### config.mk
export PLATFORM = sky130hd
export DESIGN_NAME = hex_scan_scheduler
export DESIGN_NICKNAME = d
export VERILOG_FILES = /design/src/rtl/hex_scan_scheduler.sv
export SDC_FILE = /design/constraint.sdc
export NUM_CORES = 1
export LEC_CHECK = 0
export ABC_AREA = 1
export CAP_MARGIN = 20
export CELL_PAD_IN_SITES_DETAIL_PLACEMENT = 1
export CELL_PAD_IN_SITES_GLOBAL_PLACEMENT = 1
export CORE_UTILIZATION = 36
export CTS_CLUSTER_DIAMETER = 50
export DETAILED_ROUTE_END_ITERATION = 8
export PLACE_DENSITY_LB_ADDON = 0.1
export SKIP_LAST_GASP = 1
export SLEW_MARGIN = 20
export SYNTH_ARGS = -nofsm -noshare
export SYNTH_HDL_FRONTEND = slang
export SYNTH_SLANG_ARGS = --single-unit
### constraint.sdc
create_clock -name clk -period 2.1 [get_ports clk]
set_input_delay 0.525 -clock clk [delete_from_list [all_inputs] [get_ports clk]]
set_output_delay 0.525 -clock clk [all_outputs]
set_load 0.005 [all_outputs]
### src/rtl/hex_scan_scheduler.sv
// hex_scan_scheduler
//   Converts a packed BCD value into seven-segment codes for NUM_DIGITS
//   displays by time-sharing one external combinational BCD-to-7seg decoder.
//   Digits are scanned from most significant to least significant, so
//   leading-zero blanking falls out of a single running flag. Results are
//   collected in a shadow buffer and published to hex in one cycle, so a
//   display never shows a partial update.
//
// Ports
//   clk      in   sole clock, rising edge
//   rst      in   synchronous active-high reset
//   load     in   request to convert value (sampled every edge)
//   value    in   4*NUM_DIGITS BCD digits, digit 0 least significant
//   dec_in   out  registered nibble to the shared decoder
//   dec_out  in   active-low segment code from the shared decoder
//   hex      out  committed segment codes, hex[7i+6:7i] drives display i
//   busy     out  scan in progress
//   done     out  one-cycle pulse when new hex values become visible
//   err      out  last committed value held a nibble greater than 9
module hex_scan_scheduler #(
    parameter int         NUM_DIGITS = 6,
    parameter int         BLANK_LZ   = 1,
    parameter logic [6:0] SEG_OFF    = 7'h7F
) (
    input  logic                    clk,
    input  logic                    rst,
    input  logic                    load,
    input  logic [4*NUM_DIGITS-1:0] value,
    output logic [3:0]              dec_in,
    input  logic [6:0]              dec_out,
    output logic [7*NUM_DIGITS-1:0] hex,
    output logic                    busy,
    output logic                    done,
    output logic                    err
);

    localparam int             IDX_W   = (NUM_DIGITS > 1) ? $clog2(NUM_DIGITS) : 1;
    localparam logic [IDX_W-1:0] IDX_TOP = IDX_W'(NUM_DIGITS - 1);

    typedef enum logic [1:0] {IDLE, DRIVE, SAMPLE, COMMIT} state_t;

    state_t                  state_q,    state_d;
    logic [4*NUM_DIGITS-1:0] snap_q,     snap_d;
    logic [IDX_W-1:0]        idx_q,      idx_d;
    logic                    blank_q,    blank_d;
    logic                    err_acc_q,  err_acc_d;
    logic [3:0]              dec_in_q,   dec_in_d;
    logic [7*NUM_DIGITS-1:0] shadow_q,   shadow_d;
    logic [7*NUM_DIGITS-1:0] hex_q,      hex_d;
    logic                    err_q,      err_d;
    logic                    done_q,     done_d;
    logic                    pend_q,     pend_d;
    logic [4*NUM_DIGITS-1:0] pend_buf_q, pend_buf_d;

    logic [3:0]              nib;
    logic                    start;
    logic [4*NUM_DIGITS-1:0] start_val;

    always_comb begin
        state_d    = state_q;
        snap_d     = snap_q;
        idx_d      = idx_q;
        blank_d    = blank_q;
        err_acc_d  = err_acc_q;
        dec_in_d   = dec_in_q;
        shadow_d   = shadow_q;
        hex_d      = hex_q;
        err_d      = err_q;
        done_d     = 1'b0;
        pend_d     = pend_q;
        pend_buf_d = pend_buf_q;
        start      = 1'b0;
        start_val  = value;
        nib        = snap_q[int'(idx_q)*4 +: 4];

        // Any request arriving while a scan is underway (COMMIT included)
        // is parked; a newer request simply overwrites the older one.
        if (state_q != IDLE && load) begin
            pend_d     = 1'b1;
            pend_buf_d = value;
        end

        case (state_q)
            IDLE: begin
                if (load) begin
                    start     = 1'b1;
                    start_val = value;
                end
            end
            DRIVE: begin
                dec_in_d = nib;
                state_d  = SAMPLE;
            end
            SAMPLE: begin
                // dec_in has been stable for a full cycle here, so dec_out
                // is settled for the current digit.
                if (nib > 4'd9) begin
                    shadow_d[int'(idx_q)*7 +: 7] = SEG_OFF;
                    err_acc_d = 1'b1;
                    blank_d   = 1'b0;
                end else if (blank_q && nib == 4'd0 && idx_q != '0) begin
                    shadow_d[int'(idx_q)*7 +: 7] = SEG_OFF;
                end else begin
                    shadow_d[int'(idx_q)*7 +: 7] = dec_out;
                    blank_d   = 1'b0;
                end
                if (idx_q == '0) begin
                    state_d = COMMIT;
                end else begin
                    idx_d   = idx_q - IDX_W'(1);
                    state_d = DRIVE;
                end
            end
            COMMIT: begin
                hex_d  = shadow_q;
                err_d  = err_acc_q;
                done_d = 1'b1;
                // A load in this very cycle is the newest request and wins
                // over anything parked earlier.
                if (load || pend_q) begin
                    start     = 1'b1;
                    start_val = load ? value : pend_buf_q;
                    pend_d    = 1'b0;
                end else begin
                    state_d = IDLE;
                end
            end
            default: state_d = IDLE;
        endcase

        if (start) begin
            snap_d    = start_val;
            idx_d     = IDX_TOP;
            blank_d   = (BLANK_LZ != 0);
            err_acc_d = 1'b0;
            state_d   = DRIVE;
        end
    end

    always_ff @(posedge clk) begin
        if (rst) begin
            state_q    <= IDLE;
            snap_q     <= '0;
            idx_q      <= '0;
            blank_q    <= 1'b0;
            err_acc_q  <= 1'b0;
            dec_in_q   <= 4'd0;
            shadow_q   <= {NUM_DIGITS{SEG_OFF}};
            hex_q      <= {NUM_DIGITS{SEG_OFF}};
            err_q      <= 1'b0;
            done_q     <= 1'b0;
            pend_q     <= 1'b0;
            pend_buf_q <= '0;
        end else begin
            state_q    <= state_d;
            snap_q     <= snap_d;
            idx_q      <= idx_d;
            blank_q    <= blank_d;
            err_acc_q  <= err_acc_d;
            dec_in_q   <= dec_in_d;
            shadow_q   <= shadow_d;
            hex_q      <= hex_d;
            err_q      <= err_d;
            done_q     <= done_d;
            pend_q     <= pend_d;
            pend_buf_q <= pend_buf_d;
        end
    end

    assign dec_in = dec_in_q;
    assign hex    = hex_q;
    assign busy   = (state_q != IDLE);
    assign done   = done_q;
    assign err    = err_q;

endmodule

==> Word level (Yosys, flattened, before mapping) <==
Index checks and enable logic that the tools add are counted.
{ "totals": {"reg_bits": 146, "input_bits": 34, "out_inout_bits": 49, "elab_cells": 74} }
{ "classes": {"add_sub_neg": 2, "multipliers": 1, "order_cmp": 1, "eq_ne": 7, "n_shift": 4, "muxes": 25, "n_bitwise": 1, "n_reduce_logical": 19} }
{ "ops": {"columns": ["operator", "count"], "rows": [
  ["42-bit bitwise mux", 2],
  ["42-bit two-way mux", 2],
  ["24-bit two-way mux", 3],
  ["7-bit by 33-bit variable shift with 42-bit output (first input constant)", 1],
  ["7-bit by 33-bit indexed part select with 42-bit output", 1],
  ["7-bit by 33-bit indexed part select with 42-bit output (first input constant)", 1],
  ["6-bit negation with 33-bit output", 1],
  ["24-bit by 6-bit indexed part select with 4-bit output", 1],
  ["2-bit AND reduction", 6],
  ["1-bit two-way mux", 11],
  ["3-bit two-way mux", 3],
  ["3-bit by 3-bit multiplier with 6-bit output (second input constant)", 1],
  ["3-bit inequality test (second input constant)", 2],
  ["2-bit one-hot mux with 3 select lines", 1],
  ["3-bit nonzero test", 2],
  ["2-bit equality test (second input constant)", 2],
  ["4-bit greater-than comparator (second input constant)", 1],
  ["4-bit logical NOT", 1],
  ["2-bit two-way mux", 2],
  ["2-bit inequality test (second input constant)", 2],
  ["2-bit nonzero test", 2],
  ["4-bit nonzero test", 1],
  ["1-bit logical AND", 3],
  ["3-bit logical NOT", 1],
  ["7 further kinds", 7]
]} }

==> Longest topological paths before layout <==
Gate-level depths: netlist of the first run.
{ "depth": {"ltp_word": 8, "depth_mapped": 15, "depth_no_buf": 12} }

==> Worst setup path after synthesis of the first run <==
No wires, ideal clock.
{ "synth_timing": {"path_kind": "register -> register", "from": "reg idx_q[0]", "to": "reg shadow_q[30]", "setup_ns": 0.126, "arrival_time_ns": 2.139, "t_required_ns": 1.974, "slack_ns": -0.165, "stages_incl_launch_ff": 13, "path_buffers": 2, "period_less_slack_ns": 2.265, "path_cell_list": "dfxtp_1 -> buf_6 -> inv_8 -> buf_12 -> ha_1 -> ha_1 -> inv_1 -> nor4_1 -> inv_1 -> nor2_1 -> nand2_1 -> o21ai_0 -> nand2_1"} }
{ "synth_between": {"elab_chain_cells": 6, "word_cells_on_any_way": 15, "cone_classes": "1 x add/sub; 1 x mul; 1 x order compare; 4 x shift; 4 x mux; 4 x reduce/logical"} }
{ "synth_lines": {"columns": ["element", "line", "text"], "rows": [
  ["from (decl)", "44", "logic [IDX_W-1:0] idx_q, idx_d;"],
  ["from (signal assigned)", "157", "idx_q <= idx_d;"],
  ["3-bit by 3-bit multiplier with 6-bit output / 24-bit by 6-bit indexed part select with 4-bit output (equally long branches)", null, null],
  ["6-bit negation with 33-bit output / 4-bit logical NOT (equally long branches)", null, null],
  ["7-bit by 33-bit indexed part select with 42-bit output (tied with other cells)", "104", "shadow_d[int'(idx_q)*7 +: 7] = dec_out;"],
  ["42-bit bitwise mux (tied with other cells)", "104", null],
  ["42-bit two-way mux", "101", "end else if (blank_q && nib == 4'd0 && idx_q != '0) begin"],
  ["42-bit two-way mux *", "97", "if (nib > 4'd9) begin"],
  ["to (signal assigned)", "148", "shadow_q <= {NUM_DIGITS{SEG_OFF}};"],
  ["to (signal assigned)", "161", "shadow_q <= shadow_d;"],
  ["to (decl)", "48", "logic [7*NUM_DIGITS-1:0] shadow_q, shadow_d;"]
]} }
Every way passes the cells marked *; elsewhere a longest branch is shown, timed or not.
A chain may end at the register's enable or synchronous reset.

==> Final worst setup path of the first run <==
{ "layout_timing": {"from": "reg idx_q[0]", "to": "reg shadow_q[41]"} }
Same word-level chain as after synthesis.

==> results of run 1 <==
==> area by class of cell <==
| class | instances | area (um2) |
|---|---|---|
| clock buffers | 23 | 478.0 |
| well taps | 220 | 275.3 |
| multi-input cells | 515 | 2709 |
| clock inverters | 9 | 128.9 |
| inverters | 117 | 449.2 |
| fillers | 2016 | 8534 |
| flip-flops and latches | 146 | 2930 |
| repair buffers | 120 | 1196 |
==> worst min-delay path, cell delays in order, from the launching register on <==
cell and delay (ns):
sky130_fd_sc_hd__dfxtp_1 0.30, sky130_fd_sc_hd__inv_1 0.06, sky130_fd_sc_hd__a21oi_1 0.05
==> cells by family after synthesis <==
logic type               after synthesis
XOR/XNOR                               1
AO/OA/AOI/OAI                        186
buffers and inverters                160
adder cells (fa/ha/maj)               10
flip-flops                           146
AND/OR/NAND/NOR                      318
==> cell usage after synthesis <==
| cell type | instances | share of area |
|---|---|---|
| sky130_fd_sc_hd__o211ai_1 | 1 | 0.0012 |
| sky130_fd_sc_hd__o22a_1 | 18 | 0.025 |
| sky130_fd_sc_hd__o21ai_0 | 47 | 0.038 |
| sky130_fd_sc_hd__a211oi_1 | 46 | 0.056 |
| sky130_fd_sc_hd__nor2_8 | 1 | 0.0032 |
| sky130_fd_sc_hd__nand4_1 | 10 | 0.010 |
| sky130_fd_sc_hd__inv_8 | 1 | 0.0018 |
| sky130_fd_sc_hd__buf_6 | 2 | 0.0036 |
| sky130_fd_sc_hd__a31oi_1 | 1 | 0.0010 |
| sky130_fd_sc_hd__nor2_4 | 1 | 0.0018 |
| sky130_fd_sc_hd__buf_1 | 1 | 0.00061 |
| sky130_fd_sc_hd__buf_2 | 3 | 0.0024 |
| sky130_fd_sc_hd__nand3_2 | 3 | 0.0048 |
| sky130_fd_sc_hd__xor2_1 | 1 | 0.0014 |
| sky130_fd_sc_hd__buf_8 | 1 | 0.0024 |
| sky130_fd_sc_hd__inv_2 | 3 | 0.0018 |
| sky130_fd_sc_hd__o22ai_1 | 1 | 0.0010 |
| sky130_fd_sc_hd__nand2_2 | 2 | 0.0020 |
| sky130_fd_sc_hd__a21oi_1 | 62 | 0.050 |
| sky130_fd_sc_hd__ha_1 | 10 | 0.020 |
| sky130_fd_sc_hd__nor4_1 | 1 | 0.0010 |
| sky130_fd_sc_hd__clkinv_1 | 3 | 0.0018 |
| sky130_fd_sc_hd__inv_1 | 110 | 0.067 |
| sky130_fd_sc_hd__clkbuf_1 | 35 | 0.021 |
| sky130_fd_sc_hd__buf_12 | 1 | 0.0032 |
| sky130_fd_sc_hd__o21ai_1 | 8 | 0.0065 |
| sky130_fd_sc_hd__nand2_1 | 166 | 0.10 |
| sky130_fd_sc_hd__dfxtp_1 | 146 | 0.47 |
| sky130_fd_sc_hd__o2111ai_1 | 1 | 0.0014 |
| sky130_fd_sc_hd__nor2_1 | 73 | 0.044 |
| sky130_fd_sc_hd__nor2_2 | 5 | 0.0050 |
| sky130_fd_sc_hd__nand2_4 | 1 | 0.0018 |
| sky130_fd_sc_hd__a21boi_2 | 1 | 0.0018 |
| sky130_fd_sc_hd__nand3_1 | 55 | 0.044 |
==> worst min-delay path by stage <==
stage / startpoint / to / slack (ns)
after floorplan: pend_buf_q[10] / pend_buf_q[10] / 0.43
after global placement: pend_buf_q[6] / pend_buf_q[6] / 0.44
after detailed placement: pend_buf_q[1] / pend_buf_q[1] / 0.45
final: pend_buf_q[1] / pend_buf_q[1] / 0.45
after global routing: pend_buf_q[12] / pend_buf_q[12] / 0.46
after CTS: pend_buf_q[4] / pend_buf_q[4] / 0.46
==> flip-flops by register name, indices dropped and copies added (netlist names) <==
register,count
done,1
pend_buf_q,24
hex,42
snap_q,24
shadow_q,42
dec_in,4
state_q,2
pend_q,1
err_acc_q,1
err,1
idx_q,3
blank_q,1
==> power by group <==
| group | internal [mW] | switching [mW] |
|---|---|---|
| logic | 1.53 | 2.51 |
| clock network | 1.96 | 1.18 |
| registers | 3.26 | 0.196 |
| total | 6.75 | 3.88 |
==> what timing repair did <==
action / CTS / global route
cloned: 0 / 0
hold buffers: 0 / 0
setup buffers: 2 / 2
pin swaps: 0 / 2
setup endpoints to repair: 5 / 52
gates resized for setup: 7 / 17
==> per-layer routing <==
metal | GRT usage | vias to the layer above | wire length, um
met1 | 0.2785 | 2763 | 8872
met4 | 0.06755 | 0 | 215
met3 | 0.05594 | 23 | 814
met5 | 0 | - | 0
met2 | 0.3540 | 107 | 8386
li1 | - | 2876 | -
==> qor.txt, run 1 <==
SYNTHESIS
------------------------------------------------------------------------------
Number of flip-flops and latches in the synthesized netlist                146
Post-synth net total                                                       865
Sequential cell area fraction in the yosys report                       0.4716
Xor/xnor share of the synthesized area                                0.001413
Syn Area/Cell                                                        7.548 um2
Yosys warning count                                                          0
Count of cell types in the netlist                                          34
Adder-Cell Fraction of Synth Area                                      0.02019
Synthesized instance count                                                 821
Dominant combinational cell family by area after synthesis        simple AND/OR/NAND/NOR gates
Mux cell area share after synthesis                                          0
Synth Area in Simple Gates                                              0.2191
Synthesized-area fraction occupied by ao, oa, aoi and oai cells         0.1821
Summed instance area of the synthesized netlist                   0.006197 mm2

HOLD PATH
------------------------------------------------------------------------------
Hold path depth                                                              2
Worst hold-check path type                                          reg -> reg

DETAILED ROUTING
------------------------------------------------------------------------------
Total Routed Length                                                   18290 um
Count of antenna-violating nets left after detailed routing                  0
Iteration count of the initial detailed-routing pass                         4
Routed via count                                                          5769
Via-per-instance ratio                                                   5.017
WL/cell                                                               15.90 um
Total DRC errors in the routed layout                                        0
Detailed Route Iter0 Violations                                            217

TIMING
------------------------------------------------------------------------------
Highest clock rate                                                   504.5 MHz
Final critical delay including setup and external delays              1.982 ns
Worst slew pin tran                                                  0.3496 ns
Share of the clock period used by the worst path                        0.9439
Number of max-slew violations in the final report                            0
Number of setup violations in the final report                               0
Number of hold violations in the final report                                0
Final clock skew                                                   0.008764 ns
Tightest hold margin                                                 0.4536 ns
Final sum of negative setup slack                                         0 ns
Post-route setup slack                                               0.1177 ns
Rel. slew slack                                                         0.7670

WORST SETUP PATH
------------------------------------------------------------------------------
Register-to-register setup slack                                       0.12 ns
Critical path's slowest cell                                      sky130_fd_sc_hd__dfxtp_4
WP data required                                                       2.42 ns
Crit-path max FO                                                            12
Reg-to-Reg End                                                    shadow_q[41]
Worst r2r path cells                                                        13
Worst stage delay on the critical path                                 0.38 ns
CP Launch Type                                                       flip-flop
Origin of the worst setup path                                        idx_q[0]
Type of element capturing the critical path                          flip-flop
Buffering stage count on the worst path with inverters included              2
Gate family responsible for the most delay along the worst path   simple AND/OR/NAND/NOR gates
Series of cell instances along the critical path                  buf_6 -> nand2_1 -> nand3_1 -> nand2_1 -> nor2_4 -> nand3_2 -> nand2_4 -> nand2_4 -> buf_12 -> nor2_8 -> nand2_1 -> o21ai_1 -> nand2_1
Data arrival time at the worst-slack endpoint                          2.30 ns
Worst Setup Path Type                                               reg -> reg
Count of cell instances traversed by the critical path                      13
Critical path endpoint                                            shadow_q[41]
Worst flop-to-flop path startpoint                                    idx_q[0]
Crit path top cell by count                                       sky130_fd_sc_hd__nand2_1

CLOCK NETWORK
------------------------------------------------------------------------------
CTS tree                                                                 built
Number of levels in the clock H-tree                                         4
Cell at the root of the clock tree                                sky130_fd_sc_hd__clkbuf_16
Clk sinks                                                                  146
Clock slew at reported path FFs                                        0.06 ns
Latest clock arrival within the worst-skew pair                        0.43 ns
Largest buffer count on any clock path                                       2
Clock buffers created by TritonCTS                                          17

POWER AND IR DROP
------------------------------------------------------------------------------
Largest vdd supply drop                                            0.0007160 V
Total power divided by cell area                                   1302 mW/mm2
Total power of the final layout                                       10.63 mW
Leakage component of the power                                        3.479 nW

LAYOUT
------------------------------------------------------------------------------
Number of antenna repair diodes                                              0
Highest-count cells in the layout ignoring fill and taps          165 x sky130_fd_sc_hd__nand2_1, 142 x sky130_fd_sc_hd__dfxtp_1, 106 x sky130_fd_sc_hd__inv_1
Share of layout cells above drive strength 1                            0.1151
Area growth from synthesis to final layout                              31.78%
Most common cell after layout, fill and taps aside                sky130_fd_sc_hd__nand2_1
Final std cells w/o fill                                                  1150
Post-route cell area                                              0.008167 mm2
Util after Layout                                                       0.4890
Number of nets at the end of the flow                                      961

FLOORPLAN
------------------------------------------------------------------------------
Die area                                                           0.01774 mm2
Placement row count                                                         47
Core Area                                                          0.01670 mm2
Initial cell density of the core                                        0.3711
Chip height                                                           133.2 um
Number of top-level pins                                                    83
Horizontal die dimension                                              133.2 um

PLACE
------------------------------------------------------------------------------
Total of buffers placed on input and output ports                           82
Placer's final routability congestion estimate                          0.8569
Placed Cells incl. Taps                                                   1114
Area post-placement                                               0.007463 mm2
Setup slack at placement                                            -0.1183 ns
Hpwl dp                                                               13370 um

GLOBAL ROUTING
------------------------------------------------------------------------------
Number of global-route vias before repair                                 5958
Global Route Usage Sum                                                  0.2163
Global-route wire length before repair                                30100 um
Initial antenna violation count                                              0
Largest net degree at the start of global routing                           52
Global route overflow                                                        0

RUN
------------------------------------------------------------------------------
Number of max-cap violations                                                 0

OUTCOME
------------------------------------------------------------------------------
Outcome                                                           finished, final reports clean

No activity file was read; power rests on OpenSTA's default activity.
==> run 2, diff against run 1 <==
--- a/config.mk
+++ b/config.mk
@@ -6,13 +6,13 @@
 export NUM_CORES = 1
 export LEC_CHECK = 0
 export ABC_AREA = 1
-export CAP_MARGIN = 20
 export CELL_PAD_IN_SITES_DETAIL_PLACEMENT = 1
 export CELL_PAD_IN_SITES_GLOBAL_PLACEMENT = 1
 export CORE_UTILIZATION = 36
 export CTS_CLUSTER_DIAMETER = 50
 export DETAILED_ROUTE_END_ITERATION = 8
 export PLACE_DENSITY_LB_ADDON = 0.1
+export SETUP_SLACK_MARGIN = 0.02
 export SKIP_LAST_GASP = 1
 export SLEW_MARGIN = 20
 export SYNTH_ARGS = -nofsm -noshare
==> run 2 against run 1 <==
Compared with the run above: utilization down 0.14 points; critical path depth decreased by 3; clock skew is essentially flat; via count is 1.5% lower; final cell count shrank 0.35%; hold slack lost 0.0050 ns; first-iteration DRC count rose by 33%; die area did not move; non-clock buffer count is 4 lower; sequential power about the same; wire length down 3.1%; largest cell class unchanged; highest routed layer unchanged.
==> qor.txt, run 2 (synthesis gave the netlist of run 1 again) <==
OUTCOME
--------------------------------------------------------------------------
Outcome                                                       finished, final reports clean   unchanged

FLOORPLAN
--------------------------------------------------------------------------
Number of top-level pins                                                83   unchanged
Horizontal die dimension                                          133.2 um   unchanged
Core Area                                                      0.01670 mm2   unchanged
Die area                                                       0.01774 mm2   unchanged
Initial cell density of the core                                    0.3711   unchanged
Placement row count                                                     47   unchanged
Chip height                                                       133.2 um   unchanged

WORST SETUP PATH
--------------------------------------------------------------------------
WP data required                                                   2.39 ns   was 2.42 ns
Worst flop-to-flop path startpoint                              state_q[0]   was idx_q[0]
Data arrival time at the worst-slack endpoint                      2.30 ns   about the same
Register-to-register setup slack                                   0.09 ns   was 0.12 ns
Reg-to-Reg End                                                  snap_q[11]   was shadow_q[41]
Worst Setup Path Type                                           reg -> reg   unchanged
Worst r2r path cells                                                    10   was 13
Type of element capturing the critical path                      flip-flop   unchanged
CP Launch Type                                                   flip-flop   unchanged
Crit-path max FO                                                        51   was 12

HOLD PATH
--------------------------------------------------------------------------
Hold Crit Endpoint                                            pend_buf_q[1]   unchanged
Hold path depth                                                          2   unchanged
Worst hold path startpoint                                    pend_buf_q[1]   unchanged
Worst hold-check path type                                      reg -> reg   unchanged

TIMING
--------------------------------------------------------------------------
Final sum of negative setup slack                                     0 ns   unchanged
Final critical delay including setup and external delays          2.006 ns   was 1.982 ns
Post-route setup slack                                          0.09436 ns   was 0.1177 ns
Final clock skew                                               0.008875 ns   was 0.008764 ns
Rel. slew slack                                                     0.7450   was 0.7670
Unrepaired setup endpoints after global routing                       true
Number of setup violations in the final report                           0   unchanged
Highest clock rate                                               498.6 MHz   was 504.5 MHz
Number of hold violations in the final report                            0   unchanged
Share of the clock period used by the worst path                    0.9551   was 0.9439
Number of max-slew violations in the final report                        0   unchanged
Worst slew pin tran                                              0.3826 ns   was 0.3496 ns

LAYOUT
--------------------------------------------------------------------------
Highest-count cells in the layout ignoring fill and taps      164 x sky130_fd_sc_hd__nand2_1, 142 x sky130_fd_sc_hd__dfxtp_1, 106 x sky130_fd_sc_hd__inv_1   was 165 x sky130_fd_sc_hd__nand2_1, 142 x sky130_fd_sc_hd__dfxtp_1, 106 x sky130_fd_sc_hd__inv_1
Number of antenna repair diodes                                          0   unchanged
Area of the multi-input gates                                 0.002734 mm2   was 0.002709 mm2
Filler cell count                                                     1998   was 2016
Share of layout cells above drive strength 1                        0.1188   was 0.1151
Number of nets at the end of the flow                                  957   was 961
Combined flip-flop and latch cell area                        0.002928 mm2   was 0.002930 mm2
Area growth from synthesis to final layout                          31.40%   was 31.78%
Most common cell after layout, fill and taps aside            sky130_fd_sc_hd__nand2_1   unchanged

CLOCK NETWORK
--------------------------------------------------------------------------
Number of levels in the clock H-tree                                     4   unchanged
Largest buffer count on any clock path                                   2   unchanged
Latest clock arrival within the worst-skew pair                    0.42 ns   was 0.43 ns
CTS tree                                                             built   unchanged
Clock slew at reported path FFs                                    0.06 ns   about the same
Post-CTS Hold Fix Bufs                                                   0   unchanged
Cell at the root of the clock tree                            sky130_fd_sc_hd__clkbuf_16   unchanged
Clock buffers created by TritonCTS                                      17   unchanged
Clk sinks                                                              146   unchanged

GLOBAL ROUTING
--------------------------------------------------------------------------
Global-route wire length before repair                            29520 um   was 30100 um
Global Route Usage Sum                                              0.2091   was 0.2163
Global route overflow                                                    0   unchanged
Initial antenna violation count                                          0   unchanged
Largest net degree at the start of global routing                       52   unchanged
Number of global-route vias before repair                             5866   was 5958

PLACE
--------------------------------------------------------------------------
Setup slack at placement                                        -0.1140 ns   was -0.1183 ns
Total of buffers placed on input and output ports                       82   unchanged
Placer's final routability congestion estimate                      0.8469   was 0.8569
Hpwl dp                                                           12580 um   was 13370 um

DETAILED ROUTING
--------------------------------------------------------------------------
Topmost layer with routed signal wires                                met4   unchanged
Iteration count of the initial detailed-routing pass                     4   unchanged
Met3 wire length                                                    552 um   was 814 um
Total Routed Length                                               17720 um   was 18290 um
Detailed Route Iter0 Violations                                        288   was 217
Routed via count                                                      5681   was 5769
Detailed-route wire length on metal 1                              8908 um   was 8872 um
WL/cell                                                           15.46 um   was 15.90 um
Count of antenna-violating nets left after detailed routing              0   unchanged
Via-per-instance ratio                                               4.957   was 5.017
Total DRC errors in the routed layout                                    0   unchanged
Routed length on met2                                              7985 um   was 8386 um

POWER AND IR DROP
--------------------------------------------------------------------------
Leakage component of the power                                    3.448 nW   was 3.479 nW
Total power divided by cell area                               1291 mW/mm2   was 1302 mW/mm2
Largest vdd supply drop                                        0.0008240 V   was 0.0007160 V

RUN
--------------------------------------------------------------------------
Number of max-cap violations                                             0   unchanged

run 2: changes by cell type in the layout (fill, tap and decap cells not counted), moves of 2 or more:
cell	before	now
sky130_fd_sc_hd__buf_4	30	26
sky130_fd_sc_hd__clkinv_4	1	5
sky130_fd_sc_hd__clkinvlp_4	2	6
sky130_fd_sc_hd__clkbuf_8	3	0
sky130_fd_sc_hd__clkinv_2	3	0
sky130_fd_sc_hd__a211oi_1	45	43
sky130_fd_sc_hd__a211oi_2	1	3
sky130_fd_sc_hd__buf_8	0	2
sky130_fd_sc_hd__clkbuf_1	3	1
sky130_fd_sc_hd__inv_6	0	2
sky130_fd_sc_hd__nor2_2	6	8
run 2: critical path, stage by stage, from the launching register on:
cell                       delay (ns)
sky130_fd_sc_hd__dfxtp_2         0.33
sky130_fd_sc_hd__buf_4           0.12
sky130_fd_sc_hd__ha_1            0.26
sky130_fd_sc_hd__inv_1           0.14
sky130_fd_sc_hd__a21oi_2         0.15
sky130_fd_sc_hd__inv_1           0.08
sky130_fd_sc_hd__o21ai_0         0.10
sky130_fd_sc_hd__nand2_1         0.13
sky130_fd_sc_hd__buf_12          0.20
sky130_fd_sc_hd__a211oi_1        0.25
sky130_fd_sc_hd__a211oi_1        0.07
run 2: layout make-up:
type	instances	share of cell area
timing repair buffer	116	0.1431
clock inverter	14	0.01951
tap	220	0.03380
multi-input combinational	515	0.3357
clock buffer	18	0.05270
inverter	117	0.05562
sequential	146	0.3596
run 2: worst max path at each step:
stage | cells after the start | slack (ns) | from | end
6_report | 10 | 0.09 | state_q[0] | snap_q[11]
5_1_grt | 13 | -0.05 | idx_q[0] | shadow_q[38]
4_1_cts | 11 | 0.02 | idx_q[2] | shadow_q[40]
3_5_place_dp | 9 | -0.11 | load | snap_q[8]
3_3_place_gp | 11 | 0.01 | idx_q[2] | shadow_q[39]
2_1_floorplan | 13 | 0.03 | idx_q[0] | shadow_q[1]
run 2: timing repair:
action | 4_1_cts | 5_1_grt
setup endpoints to repair | 16 | 63
gates cloned | 0 | 0
pin swaps | 2 | 5
gates resized for setup | 7 | 24
setup buffers | 5 | 2
run 2: per-stage QoR:
step / power (mW) / hold WS [ns] / cell area (um2) / util / cells
6_report: 10.51 / 0.4486 / 8143 / 0.4876 / 1146
5_1_grt: 11.23 / 0.4672 / 8143 / 0.4876 / 1146
4_1_cts: 10.37 / 0.4549 / 8044 / 0.4816 / 1144
3_5_place_dp: 7.203 / 0.4455 / 7407 / 0.4435 / 1107
3_3_place_gp: 7.043 / 0.4388 / 7407 / 0.4435 / 1107
2_1_floorplan: 6.046 / 0.4300 / 6241 / - / 821
run 2: layer usage:
layer / up-vias / global-route usage
met4: 0 / 0.07008
li1: 2859 / -
met3: 22 / 0.03919
met1: 2716 / 0.2839
met5: - / 0
met2: 84 / 0.3336
run 2: where the power goes:
group	switching [mW]	internal (mW)	leakage, nW
Combinational	2.52	1.53	1.99
Sequential	0.201	3.26	1.19
Clock	1.24	1.76	0.269
==> run 3, diff against run 2 <==
--- a/config.mk
+++ b/config.mk
@@ -8,7 +8,8 @@
 export ABC_AREA = 1
 export CELL_PAD_IN_SITES_DETAIL_PLACEMENT = 1
 export CELL_PAD_IN_SITES_GLOBAL_PLACEMENT = 1
-export CORE_UTILIZATION = 36
+export CORE_UTILIZATION = 37
+export CTS_BUF_LIST = sky130_fd_sc_hd__clkbuf_4
 export CTS_CLUSTER_DIAMETER = 50
 export DETAILED_ROUTE_END_ITERATION = 8
 export PLACE_DENSITY_LB_ADDON = 0.1
==> run 3 against run 2 <==
Compared with the run above: critical path depth shrank 6; combinational power grew 1%; via count grew 0.69%; flip-flop and latch count is the same; register-to-register slack gained 0.03 ns; non-clock buffer count grew 2; worst setup slack lost 0.0056 ns; clock-buffer cell count shrank 1; utilization shrank 0.22 points; die area shrank 2.7%; sequential share of layout area grew 1.5 points; critical endpoint is now busy; largest cell class unchanged.
==> qor.txt, run 3 (synthesis gave the netlist of run 1 again) <==
WORST SETUP PATH
--------------------------------------------------------------------------
Reg-to-Reg End                                                 shadow_q[5]   was snap_q[11]
Critical path endpoint                                                busy   was snap_q[11]
Register-to-register setup slack                                   0.12 ns   was 0.09 ns
Worst flop-to-flop path startpoint                                idx_q[0]   was state_q[0]
Type of element capturing the critical path                     output pin   was flip-flop
Data arrival time at the worst-slack endpoint                      1.49 ns   was 2.30 ns
WP data required                                                   1.57 ns   was 2.39 ns
Origin of the worst setup path                                  state_q[0]   unchanged
Crit-path max FO                                                         3   was 51
Worst Setup Path Type                                           reg -> out   was reg -> reg
CP Launch Type                                                   flip-flop   unchanged
Worst r2r path cells                                                    11   was 10

LAYOUT
--------------------------------------------------------------------------
Most common cell after layout, fill and taps aside            sky130_fd_sc_hd__nand2_1   unchanged
Area growth from synthesis to final layout                          26.21%   was 31.40%
Util after Layout                                                   0.4853   was 0.4876
Number of nets at the end of the flow                                  959   was 957
Post-route cell area                                          0.007821 mm2   was 0.008143 mm2
Highest-count cells in the layout ignoring fill and taps      164 x sky130_fd_sc_hd__nand2_1, 142 x sky130_fd_sc_hd__dfxtp_1, 106 x sky130_fd_sc_hd__inv_1   unchanged
Share of layout cells above drive strength 1                        0.1126   was 0.1188
Final std cells w/o fill                                              1141   was 1146

TIMING
--------------------------------------------------------------------------
Unrepaired setup endpoints after global routing                       true   unchanged
Number of hold violations in the final report                            0   unchanged
Final clock skew                                                0.01954 ns   was 0.008875 ns
Highest clock rate                                               497.2 MHz   was 498.6 MHz
Rel. slew slack                                                     0.7487   was 0.7450
Worst slew pin tran                                              0.3770 ns   was 0.3826 ns
Number of max-slew violations in the final report                        0   unchanged
Final sum of negative setup slack                                     0 ns   unchanged
Number of setup violations in the final report                           0   unchanged
Share of the clock period used by the worst path                    0.9577   was 0.9551
Final critical delay including setup and external delays          2.011 ns   was 2.006 ns

RUN
--------------------------------------------------------------------------
Number of max-cap violations                                             0   unchanged

FLOORPLAN
--------------------------------------------------------------------------
Placement row count                                                     46   was 47
Initial cell density of the core                                    0.3845   was 0.3711
Chip height                                                       131.4 um   was 133.2 um
Core Area                                                      0.01612 mm2   was 0.01670 mm2
Die area                                                       0.01727 mm2   was 0.01774 mm2
Horizontal die dimension                                          131.4 um   was 133.2 um
Number of top-level pins                                                83   unchanged

HOLD PATH
--------------------------------------------------------------------------
Worst hold-check path type                                      reg -> reg   unchanged

POWER AND IR DROP
--------------------------------------------------------------------------
Internal power                                                    5.519 mW   was 6.553 mW
Net switching fraction of the power                                 0.4033   was 0.3766
Total power divided by cell area                               1182 mW/mm2   was 1291 mW/mm2
Fraction of power consumed by combinational cells                    0.444   was 0.385
Clock power share                                                    0.180   was 0.286
Sequential cell fraction of total power                              0.375   was 0.329
Leakage component of the power                                    3.306 nW   was 3.448 nW
Largest vdd supply drop                                        0.0004609 V   was 0.0008240 V
Switching pwr                                                     3.730 mW   was 3.958 mW

DETAILED ROUTING
--------------------------------------------------------------------------
Iteration count of the initial detailed-routing pass                     4   unchanged
Detailed Route Iter0 Violations                                        258   was 288
WL/cell                                                           15.61 um   was 15.46 um
Total Routed Length                                               17810 um   was 17720 um
Total DRC errors in the routed layout                                    0   unchanged
Via-per-instance ratio                                               5.013   was 4.957
Routed via count                                                      5720   was 5681
Count of antenna-violating nets left after detailed routing              0   unchanged

PLACE
--------------------------------------------------------------------------
Placed Cells incl. Taps                                               1105   was 1107
Placer's final routability congestion estimate                      0.8196   was 0.8469
Hpwl dp                                                           13080 um   was 12580 um
Total of buffers placed on input and output ports                       82   unchanged
Area post-placement                                           0.007405 mm2   was 0.007407 mm2

CLOCK NETWORK
--------------------------------------------------------------------------
Post-CTS Hold Fix Bufs                                                   0   unchanged
Cell at the root of the clock tree                            sky130_fd_sc_hd__clkbuf_4   was sky130_fd_sc_hd__clkbuf_16
Clk sinks                                                              146   unchanged
Largest buffer count on any clock path                                   2   unchanged
Clock buffers created by TritonCTS                                      17   unchanged
Latest clock arrival within the worst-skew pair                    0.55 ns   was 0.42 ns
Clock slew at reported path FFs                                    0.13 ns   was 0.06 ns
Number of levels in the clock H-tree                                     4   unchanged
CTS tree                                                             built   unchanged

OUTCOME
--------------------------------------------------------------------------
Outcome                                                       finished, final reports clean   unchanged

GLOBAL ROUTING
--------------------------------------------------------------------------
Global-route wire length before repair                            30010 um   was 29520 um
Global route overflow                                                    0   unchanged
Largest net degree at the start of global routing                       52   unchanged
Global Route Usage Sum                                              0.2140   was 0.2091
Number of global-route vias before repair                             5932   was 5866
Initial antenna violation count                                          1   was 0

-- run 3: changes by cell type in the layout (fill, tap and decap cells not counted), sizes merged --
cell,delta
clkinvlp,-3
buf,+2
clkbuf,-1
clkinv,+1
diode,+1
inv,-1
-- run 3: cell type report --
class                           instances  area [um2]
Antenna cell                            1       2.502
Clock buffer                           17       127.6
Clock inverter                         11       117.6
Fill cell                            1985        8294
Inverter                              117       451.7
Multi-Input combinational cell        515        2749
Sequential cell                       146        2930
Tap cell                              216       270.3
Timing Repair Buffer                  118        1172
-- run 3: how the worst min path moves through the flow --
| stage | start | to | slack, ns | cells after the start |
|---|---|---|---|---|
| global route | pend_buf_q[13] | pend_buf_q[13] | 0.49 | 2 |
| floorplan | pend_buf_q[10] | pend_buf_q[10] | 0.43 | 2 |
| global placement | pend_buf_q[1] | pend_buf_q[1] | 0.44 | 2 |
| CTS | pend_buf_q[1] | pend_buf_q[1] | 0.46 | 2 |
| finish | shadow_q[10] | hex[10] | 0.46 | 2 |
| detailed placement | pend_buf_q[1] | pend_buf_q[1] | 0.45 | 2 |
-- run 3: what timing repair did --
| item | CTS | global route |
|---|---|---|
| gates resized for setup | 9 | 25 |
| pin swaps | 0 | 5 |
| setup endpoints to repair | 30 | 42 |
| buffers inserted | 2 | 5 |
-- run 3: power by group through the flow --
| stage | Sequential [mW] | Combinational [mW] | Clock (mW) |
|---|---|---|---|
| final | 3.47 | 4.11 | 1.67 |
| after global routing | 3.52 | 4.59 | 1.85 |
| after CTS | 3.46 | 3.80 | 1.74 |
| after detailed placement | 3.52 | 3.71 | 0 |
| after global placement | 3.50 | 3.54 | 0 |
| after floorplan | 3.45 | 2.59 | 0 |
-- run 3: per-stage QoR --
stage / setup slack [ns] / total power, mW / hold WS (ns)
CTS: 0.002834 / 9.000 / 0.4634
global route: 0.003914 / 9.950 / 0.4853
floorplan: 0.03466 / 6.046 / 0.4300
global placement: 0.02430 / 7.040 / 0.4413
finish: 0.08873 / 9.248 / 0.4563
detailed placement: -0.08367 / 7.234 / 0.4465
-- run 3: critical path, cell delays in order, from the launching register on --
cell	delay, ns
sky130_fd_sc_hd__dfxtp_2	0.34
sky130_fd_sc_hd__inv_1	0.12
sky130_fd_sc_hd__ha_4	0.17
sky130_fd_sc_hd__inv_2	0.05
sky130_fd_sc_hd__dlygate4sd2_1	0.26
-- run 3: metal layers --
metal  up-vias  part of all wire  GRT usage  wire [um]
met2        94              0.47     0.3477       8328
met4         0             0.012    0.06525        216
li1       2865                 -          -          -
met1      2745              0.49     0.2882       8690
met3        16             0.032    0.03742        578
met5         -                 0          0          0
